==> src/rtl/alu_arbiter_pkg.sv <==
// Shared types and constants for the two-port ALU arbiter.
package alu_arbiter_pkg;

  localparam int ALU_DATA_W = 32;
  localparam int ALU_ALUC_W = 4;

  // ALU opcode map
  localparam logic [3:0] ALUC_ADDU  = 4'b0000;
  localparam logic [3:0] ALUC_SUBU  = 4'b0001;
  localparam logic [3:0] ALUC_ADD   = 4'b0010;
  localparam logic [3:0] ALUC_SUB   = 4'b0011;
  localparam logic [3:0] ALUC_AND   = 4'b0100;
  localparam logic [3:0] ALUC_OR    = 4'b0101;
  localparam logic [3:0] ALUC_XOR   = 4'b0110;
  localparam logic [3:0] ALUC_NOR   = 4'b0111;
  localparam logic [3:0] ALUC_LUI   = 4'b1000;
  localparam logic [3:0] ALUC_CLZ   = 4'b1001;
  localparam logic [3:0] ALUC_SLTU  = 4'b1010;
  localparam logic [3:0] ALUC_SLT   = 4'b1011;
  localparam logic [3:0] ALUC_SRA   = 4'b1100;
  localparam logic [3:0] ALUC_SRL   = 4'b1101;
  localparam logic [3:0] ALUC_SLLA  = 4'b1110;
  localparam logic [3:0] ALUC_SLLA2 = 4'b1111;

  typedef enum logic [1:0] {
    IDLE,
    EXEC,
    RESP
  } state_t;

  typedef struct packed {
    logic zero;
    logic neg;
  } flags_t;

endpackage

==> src/rtl/alu_arbiter_rr_pick2.sv <==
// Combinational two-way round-robin selector.
module rr_pick2 (
  input  logic [1:0] valid,
  input  logic       prio,
  output logic       sel,
  output logic       any
);

  // Lone requester wins outright; contention resolved by prio.
  always_comb begin
    any = |valid;
    sel = (valid == 2'b11) ? prio : valid[1];
  end

endmodule

==> src/rtl/alu_arbiter.sv <==
// Shares one ALU between execute stage (port 0) and branch/compare unit (port 1).
module alu_arbiter
  import alu_arbiter_pkg::*;
#(
  parameter int DATA_W  = ALU_DATA_W,
  parameter int ALUC_W  = ALU_ALUC_W,
  parameter int RR_INIT = 0
) (
  input  logic              clk,
  input  logic              rst,
  input  logic              req0_valid,
  output logic              req0_ready,
  input  logic [DATA_W-1:0] req0_a,
  input  logic [DATA_W-1:0] req0_b,
  input  logic [ALUC_W-1:0] req0_aluc,
  input  logic              req1_valid,
  output logic              req1_ready,
  input  logic [DATA_W-1:0] req1_a,
  input  logic [DATA_W-1:0] req1_b,
  input  logic [ALUC_W-1:0] req1_aluc,
  output logic              rsp0_valid,
  input  logic              rsp0_ready,
  output logic              rsp1_valid,
  input  logic              rsp1_ready,
  output logic [DATA_W-1:0] rsp_r,
  output logic              rsp_zero,
  output logic              rsp_negative,
  output logic [DATA_W-1:0] alu_a,
  output logic [DATA_W-1:0] alu_b,
  output logic [ALUC_W-1:0] alu_aluc,
  input  logic [DATA_W-1:0] alu_r,
  input  logic              alu_zero,
  input  logic              alu_negative
);

  state_t              state_q, state_d;
  logic                prio, gnt;
  logic [DATA_W-1:0]   op_a, op_b, res;
  logic [ALUC_W-1:0]   op_aluc;
  flags_t              flag0, flag1, flag_sel;
  logic                sel, any, accept, rsp_hs;

  rr_pick2 u_pick (
    .valid ({req1_valid, req0_valid}),
    .prio  (prio),
    .sel   (sel),
    .any   (any)
  );

  // State register
  always_ff @(posedge clk or posedge rst) begin
    if (rst) state_q <= IDLE;
    else     state_q <= state_d;
  end

  // Next-state and handshake outputs
  always_comb begin
    state_d    = state_q;
    req0_ready = 1'b0;
    req1_ready = 1'b0;
    rsp0_valid = 1'b0;
    rsp1_valid = 1'b0;
    accept     = 1'b0;
    rsp_hs     = 1'b0;
    unique case (state_q)
      IDLE: begin
        if (any) begin
          accept     = 1'b1;
          req0_ready = ~sel;
          req1_ready = sel;
          state_d    = EXEC;
        end
      end
      EXEC: state_d = RESP;
      RESP: begin
        rsp0_valid = ~gnt;
        rsp1_valid = gnt;
        if (gnt ? rsp1_ready : rsp0_ready) begin
          rsp_hs  = 1'b1;
          state_d = IDLE;
        end
      end
      default: state_d = IDLE;
    endcase
  end

  // Operand capture, result/flag capture and priority rotation
  always_ff @(posedge clk or posedge rst) begin
    if (rst) begin
      prio    <= 1'(RR_INIT);
      gnt     <= 1'b0;
      op_a    <= '0;
      op_b    <= '0;
      op_aluc <= '0;
      res     <= '0;
      flag0   <= '0;
      flag1   <= '0;
    end else begin
      if (accept) begin
        op_a    <= sel ? req1_a    : req0_a;
        op_b    <= sel ? req1_b    : req0_b;
        op_aluc <= sel ? req1_aluc : req0_aluc;
        gnt     <= sel;
      end
      if (state_q == EXEC) begin
        res <= alu_r;
        if (op_aluc == ALUC_W'(ALUC_SUB)) begin
          if (gnt) flag1 <= '{zero: alu_zero, neg: alu_negative};
          else     flag0 <= '{zero: alu_zero, neg: alu_negative};
        end
      end
      if (rsp_hs) prio <= ~gnt;
    end
  end

  // ALU drive and response data always come from registered state
  always_comb begin
    alu_a        = op_a;
    alu_b        = op_b;
    alu_aluc     = op_aluc;
    flag_sel     = gnt ? flag1 : flag0;
    rsp_r        = res;
    rsp_zero     = flag_sel.zero;
    rsp_negative = flag_sel.neg;
  end

endmodule
==> config.mk <==
export PLATFORM = sky130hd
export DESIGN_NAME = alu_arbiter
export DESIGN_NICKNAME = d
export VERILOG_FILES = /design/src/rtl/alu_arbiter_pkg.sv /design/src/rtl/alu_arbiter_rr_pick2.sv /design/src/rtl/alu_arbiter.sv
export SDC_FILE = /design/constraint.sdc
export NUM_CORES = 1
export LEC_CHECK = 0
export BUFFER_PORTS_ARGS = -buffer_cell sky130_fd_sc_hd__buf_4
export CORE_AREA = 2 2 109 111
export CTS_BUF_LIST = sky130_fd_sc_hd__clkbuf_4 sky130_fd_sc_hd__clkbuf_8
export DETAILED_ROUTE_END_ITERATION = 10
export DIE_AREA = 0 0 111 113
export PLACE_DENSITY = 0.79
export SYNTH_ARGS = -nofsm -noshare
export SYNTH_HDL_FRONTEND = slang
export SYNTH_HIERARCHICAL = 1
export SYNTH_SLANG_ARGS = --single-unit
==> constraint.sdc <==
create_clock -name clk -period 3.64 [get_ports clk]
set_input_delay 0.546 -clock clk [delete_from_list [all_inputs] [get_ports clk]]
set_output_delay 0.546 -clock clk [all_outputs]
set_load 0.01 [all_outputs]
## After elaboration in Yosys (flattened, before gate mapping)

Cells that the tools add are included.

| word-level totals | value |
|---|---|
| input port bits | 176 |
| bits in registers | 108 |
| output and inout bits | 106 |

| operators by class | value |
|---|---|
| bitwise gates (word level) | 2 |
| reductions and logical operators | 5 |
| eq/ne operators | 6 |
| muxes and demuxes | 19 |

Operators with widths:

| kind | count |
|---|---|
| $mux 32 | 2 |
| $mux 1 | 12 |
| $mux 2 | 3 |
| $pmux 2 s3 | 1 |
| $reduce_and 3->1 | 2 |
| $eq 2x2->1 const B | 2 |
| $eq 4x2->1 const B | 1 |
| $mux 4 | 1 |
| $ne 2x2->1 const B | 2 |
| $eq 2x1->1 const B | 1 |
| $logic_not 2->1 | 1 |
| $not 1->1 | 2 |
| $reduce_and 2->1 | 1 |
| $reduce_or 2->1 | 1 |

## Depth between registers and ports, before layout

Gate-level depths: netlist of the first run.

| logic depth | value |
|---|---|
| depth after elaboration | 5 |
| mapped depth | 6 |
| depth with buffers taken out | 4 |

## Cells and area by module

The synthesis of the first run kept the hierarchy.

By module, submodules not included:

| module | area each (sq um) | instances | cells each |
|---|---|---|---|
| alu_arbiter | 4728.3 | 1 | 399 |
| rr_pick2 | 17.5 | 1 | 3 |

## Worst setup path before layout of the first run

OpenSTA, ideal clock, no wires.

| timing path | value |
|---|---|
| kind | input to output |
| from | input req1_valid |
| to | output req0_ready |
| path slack | 1.822 ns |
| buffers on the path | 1 |
| data arrival time | 1.272 ns |
| required time | 3.094 ns |
| stages | 4 |
| cells stage by stage | or2_1 nor3b_2 buf_2 nor2b_1 |

| on the way | value |
|---|---|
| cells in the longest elaborated chain, start to end | 5 |
| elaborated cells on any way between the ends | 6 |

Ends and longest elaborated chain:

| what | RTL line | text |
|---|---|---|
| start, declared | alu_arbiter.sv:16 | `input logic req1_valid,` |
| $eq 2x2->1 | alu_arbiter_rr_pick2.sv:12 | `sel = (valid == 2'b11) ? prio : valid[1];` |
| $mux 1 | alu_arbiter_rr_pick2.sv:12 |  |
| $not 1->1 | alu_arbiter.sv:69 | `req0_ready = ~sel;` |
| $mux 1 * | alu_arbiter.sv:67 | `if (any) begin` |
| $mux 1 * | alu_arbiter.sv:65 | `unique case (state_q)` |
| end, declared | alu_arbiter.sv:12 | `output logic req0_ready,` |

Every way passes the cells marked *; elsewhere a longest branch is shown, timed or not.

## Worst setup path after layout of the first run

| timing path | value |
|---|---|
| from | register state_q[1] |
| to | output req1_ready |

| on the way | value |
|---|---|
| cells in the longest elaborated chain, start to end | 2 |

Ends and longest elaborated chain:

| what | RTL line | text |
|---|---|---|
| start, declared | alu_arbiter.sv:36 | `state_t state_q, state_d;` |
| start signal, assigned | alu_arbiter.sv:53 | `else state_q <= state_d;` |
| $logic_not 2->1 | alu_arbiter.sv:65 |  |
| $mux 1 | alu_arbiter.sv:65 |  |
| end, declared | alu_arbiter.sv:17 | `output logic req1_ready,` |

No other way between the ends.

==> results.json, run 1 <==
{
  "synth_ff_type": "dfrtp_1",
  "max_slew_margin": 0.309,
  "post-route-period-util": 0.682,
  "portBuffers": 281,
  "crit_path_end_kind": "output pin",
  "ys_ff_latch": 108,
  "worstSetupStartpoint": "state_q[1]",
  "status": "finished clean",
  "antenna_cells": 0,
  "grt_max_degree": 141,
  "die_w_microns": 111,
  "path_clk_slew_ns": 0.11,
  "area_growth_pct": 50.1,
  "grt_pass1_vias": 4225,
  "rr_worst_depth": 5,
  "dp_hpwl_mm": 9.79,
  "vdd_drop_max_v": 0.000783,
  "dr_total_vias": 4060,
  "postSynthCellCount": 402,
  "slowest_delay_ns": 0.46,
  "yosysWarningCount": 6,
  "drc": 0,
  "clock_skew_ns": 0.0122,
  "layout.nets": 847,
  "clock.fmax_ghz": 0.403,
  "final_hold_viol_count": 0,
  "synthTopCellsByArea": "dfrtp_1 (57%), mux2i_1 (14%), mux2_2 (8.8%)",
  "io_pins": 282,
  "leakagePower_nw": 3.53,
  "wl_per_cell_microns": 15.6,
  "synth_area_sq_um": 4750,
  "cts_resized": 0,
  "cts_setup_buffers": 0,
  "r2r_slack_ns": 1.61,
  "drive_gt1_frac": 0.510,
  "final_cell_mix": "buf_4 (285), dfrtp_1 (108), nor2_1 (70)",
  "synth-async-reset-ratio": 1.00,
  "seqCellArea_sq_um": 2700,
  "setup_viol": 0,
  "grt_pass1_wl_mm": 20.6,
  "cts_sinks": 108,
  "crit_chain": "nor3b_4 -> buf_12 -> and2_1 -> buf_4",
  "gp_congestion": 0.782,
  "grt_setup_unrepaired": "false",
  "cts_buffers": 9,
  "worstMarginPinSlew_ns": 1.04,
  "htree_num_levels": 3,
  "cp.required_ns": 3.09,
  "grt_overflow": 0,
  "n_fill_cell": 899,
  "synth_top_area_share": 0.569,
  "fp-row-count": 39,
  "clk_latency_ns": 0.36,
  "start_kind": "register",
  "r2r-end": "alu_a[24]",
  "period_needed_ns": 2.48,
  "die_area_sq_um": 12500,
  "final_common_cell": "buf_4",
  "die_y_microns": 113,
  "yosysTopAreaCell": "dfrtp_1",
  "synth_edf_count": 0,
  "hp-class": "input pin to async pin",
  "power_density_nw_per_um2": 778,
  "r2r-start": "prio",
  "crit_path_top_delay_cell": "dfrtp_1",
  "crit_family": "buffers and inverters",
  "via_per_inst": 4.96,
  "drv_cap": 0,
  "arrival_ns": 1.94,
  "design_power_total_w": 0.00554,
  "wirelength_mm": 12.8,
  "clockRootBuffer": "clkbuf_8",
  "antenna_found_initial": 0,
  "start_util": 0.421,
  "grtUsageTotal": 0.204,
  "report.final.slew_viol_count": 0,
  "core_region_area_sq_um": 11300,
  "synthDistinctLibCells": 22,
  "crit_buf_inv": 2,
  "cts_tree": "done",
  "syn_area_per_cell_sq_um": 11.8,
  "cp_max_fo": 140,
  "cts_max_path_buffers": 2,
  "fin_tns_setup_ns": 0,
  "postRouteAntennaNets": 0,
  "criticalPathCategory": "register to output pin",
  "seq_area_frac_synth": 0.569,
  "synthesis.nets": 578,
  "multiInputGateArea_sq_um": 1880,
  "drt_pre_antenna_iters": 4,
  "hold_buffers": 0,
  "drt_iter0_drc": 148
}
[per-stage QoR]
step	std cells	util	setup slack (ns)	cell area, sq um	hold WS, ns
finish	819	0.632	1.16	7120	0.402
global placement	803	0.616	1.33	6940	0.462
CTS	819	0.632	1.19	7120	0.381
floorplan	402	-	0.248	4750	0.452
detailed placement	803	0.616	1.32	6940	0.482
global route	819	0.632	1.06	7120	0.376
[cell families (layout without fill, tap and decap cells)]
logic type / after synthesis / after routing / synth area share
buffers and inverters: 32 / 306 / 0.0382
flip-flops: 108 / 108 / 0.569
AND/OR/NAND/NOR: 81 / 81 / 0.0775
multiplexers: 107 / 107 / 0.236
AO/OA/AOI/OAI: 74 / 74 / 0.0788
[report_power, final]
group          internal, W  switching (W)
Sequential         0.00179       0.000382
Combinational      0.00139        0.00128
Clock             0.000275       0.000418
[metal layers]
layer	track usage	wire length, microns
met1	0.242	5030
met2	0.355	6410
met3	0.0530	1020
met4	0.0842	332
met5	0	0
[worst max-delay path by stage]
| stage | to | slack, ns | cells after the start |
|---|---|---|---|
| after floorplan | alu_a[0] | 0.25 | 1 |
| after global placement | req0_ready | 1.33 | 6 |
| after detailed placement | req0_ready | 1.32 | 6 |
| after CTS | req0_ready | 1.19 | 4 |
| after global routing | req1_ready | 1.06 | 4 |
| final | req1_ready | 1.16 | 4 |
[Yosys cell counts, types with 2 or more instances]
cell / count
inv_1: 4
nor4_4: 2
mux2_2: 37
dfrtp_1: 108
mux2i_1: 68
o21ai_0: 3
a21oi_1: 69
buf_4: 8
mux2_1: 2
buf_2: 19
nand2b_1: 2
nor2_1: 70
[state kept, by name, indices dropped and copies added (netlist names)]
register / cells
alu_b: 32
prio: 1
rsp_r: 32
flag0: 2
alu_a: 32
flag1: 2
gnt: 1
state_q: 2
alu_aluc: 4
[final cells by class]
cell class | instances | share of cell area
multi-input cells | 262 | 0.264
flip-flops and latches | 108 | 0.379
clock buffers | 10 | 0.0193
well taps | 143 | 0.0251
clock inverters | 6 | 0.00650
inverters | 4 | 0.00246
repair buffers | 286 | 0.303
[worst register-to-register path: cells and delay by family, from the launching register on]
kind	cells	cell delay (ns)
buf+inv	2	0.64
compound gates	2	0.58
flops	1	0.38
mux	1	0.30
Power figures use the tool's default switching activity.
==> inputs of run 2 (changes only) <==
Settings changed: CORE_AREA 2 2 109 111 to default, CORE_MARGIN from default to 2, CORE_UTILIZATION from default to 41, DIE_AREA 0 0 111 113 to default, PLACE_DENSITY 0.79 to 0.8.
Clock period 3.64 ns to 2 ns, I/O delays scaled along.
==> run 2 against run 1 <==
Compared with the run above:
- setup slack lost 1.1 ns
- clock skew decreased by 0.0053 ns
- die area fell by 0.73%
- global-route usage up 0.46 points
- wire length up 1.4%
- power grew 86%
- first-iteration DRC count is 6.8% higher
==> results.json, run 2 (synthesis results as in run 1) <==
{
  "status": "finished clean",
  "n_fill_cell": 900,
  "drt_iter0_drc": 158,
  "clock_skew_ns": 0.00688,
  "antenna_found_initial": 0,
  "cp_max_fo": 20,
  "final_cell_mix": "buf_4 (285), dfrtp_1 (108), nor2_1 (70)",
  "cts_resized": 0,
  "crit_chain": "inv_1 -> a21boi_4 -> buf_12 -> and2_1 -> buf_4",
  "fin_util": 0.638,
  "path_clk_slew_ns": 0.09,
  "hp-class": "input pin to async pin",
  "grt_max_degree": 64,
  "io_pins": 282,
  "start_kind": "register",
  "portBuffers": 281,
  "grt_pass1_wl_mm": 20.6,
  "arrival_ns": 1.61,
  "final_cells": 823,
  "fp-row-count": 39,
  "criticalPathCategory": "register to output pin",
  "grt_setup_unrepaired": "true",
  "wirelength_mm": 13.0,
  "pwr-share-comb": 0.489,
  "cts_sinks": 108,
  "die_y_microns": 112,
  "dr_total_vias": 4051,
  "wl_per_cell_microns": 15.8,
  "hold_buffers": 0,
  "drt_pre_antenna_iters": 4,
  "internal_power_w": 0.00656,
  "dp_hpwl_mm": 9.95,
  "clock.fmax_ghz": 0.523,
  "pwr-share-clk": 0.129,
  "worstMarginPinSlew_ns": 0.428,
  "grt_overflow": 0,
  "placed_cells": 808,
  "start_util": 0.417,
  "pwr-share-seq": 0.383,
  "timing.hold.ws_ns": 0.0252,
  "drive_gt1_frac": 0.512,
  "htree_num_levels": 3,
  "report.final.slew_viol_count": 0,
  "clk_latency_ns": 0.37,
  "power_density_nw_per_um2": 1420,
  "via_per_inst": 4.92,
  "postRouteAntennaNets": 0,
  "gp_congestion": 0.788,
  "antenna_cells": 0,
  "cts_buffers": 9,
  "slowest_delay_ns": 0.38,
  "die_w_microns": 112,
  "core_region_area_sq_um": 11400,
  "cp.required_ns": 1.70,
  "max_slew_margin": 0.714,
  "setup_viol": 0,
  "final_common_cell": "buf_4",
  "crit_path_top_delay_cell": "dfrtp_1",
  "crit_path_end_kind": "output pin",
  "drv_cap": 0,
  "layout.nets": 853,
  "die_area_sq_um": 12500,
  "final_hold_viol_count": 0,
  "cts_max_path_buffers": 2,
  "clockRootBuffer": "clkbuf_8",
  "area_growth_pct": 52.9,
  "leakagePower_nw": 3.59,
  "cts_tree": "done",
  "vdd_drop_max_v": 0.000835,
  "p_sw_frac": 0.363,
  "period_needed_ns": 1.91,
  "post-route-period-util": 0.957,
  "grtUsageTotal": 0.209,
  "grt_pass1_vias": 4117,
  "r2r_slack_ns": 0.40,
  "p_sw_w": 0.00374,
  "drc": 0
}
==> run 2: worst max-delay path: cells and delay by family (launching register included) <==
kind / cells / cell delay, ns
simple gates: 1 / 0.14
buf+inv: 3 / 0.43
compound gates: 1 / 0.29
flops: 1 / 0.38
==> run 2: final timing paths <==
kind | from | to | cells past startpoint
setup / recovery | prio | req1_ready | 5
hold / removal | rst | alu_a[17] | 3
setup reg to reg | state_q[1] | rsp_r[15] | 3
hold reg to reg | rsp_r[19] | rsp_r[19] | 1
max in group asynchronous | rst | state_q[0] | 3
min in group clk | alu_r[11] | rsp_r[11] | 2
==> run 2: metrics by stage <==
stage | setup WS [ns] | instance area (sq um) | power, W | TNS, ns
floorplan | 0.398 | 4750 | 0.00654 | 0
CTS | 0.00341 | 7230 | 0.0104 | 0
global placement | 0.423 | 7040 | 0.00883 | 0
global route | -0.0171 | 7260 | 0.0110 | -0.0171
finish | 0.0867 | 7260 | 0.0103 | 0
detailed placement | 0.407 | 7040 | 0.00905 | 0
==> run 2: repair_timing <==
item | CTS | global route
setup buffers | 0 | 0
setup endpoints to repair | 0 | 2
endpoints found under the hold margin | 0 | 0
==> run 2: power groups by stage <==
stage / Clock, W / Combinational, W / Sequential [W]
final: 0.00133 / 0.00503 / 0.00394
after global routing: 0.00146 / 0.00547 / 0.00409
after CTS: 0.00137 / 0.00509 / 0.00395
after detailed placement: 0 / 0.00507 / 0.00398
after global placement: 0 / 0.00490 / 0.00393
after floorplan: 0 / 0.00220 / 0.00434
==> run 2: final cells by class <==
type	count	area, sq um	area share
Multi-Input combinational cell	262	1880	0.259
Inverter	4	18.8	0.00259
Clock inverter	2	35.0	0.00483
Tap cell	143	179	0.0247
Sequential cell	108	2700	0.372
Clock buffer	12	159	0.0219
Timing Repair Buffer	292	2280	0.315
==> run 2: per-layer routing <==
layer	part of all wire	vias to the layer above	global-route usage
met1	0.39	1919	0.244
met2	0.53	182	0.375
li1	-	1935	-
met4	0.017	0	0.0790
met3	0.069	15	0.0468
met5	0	-	0
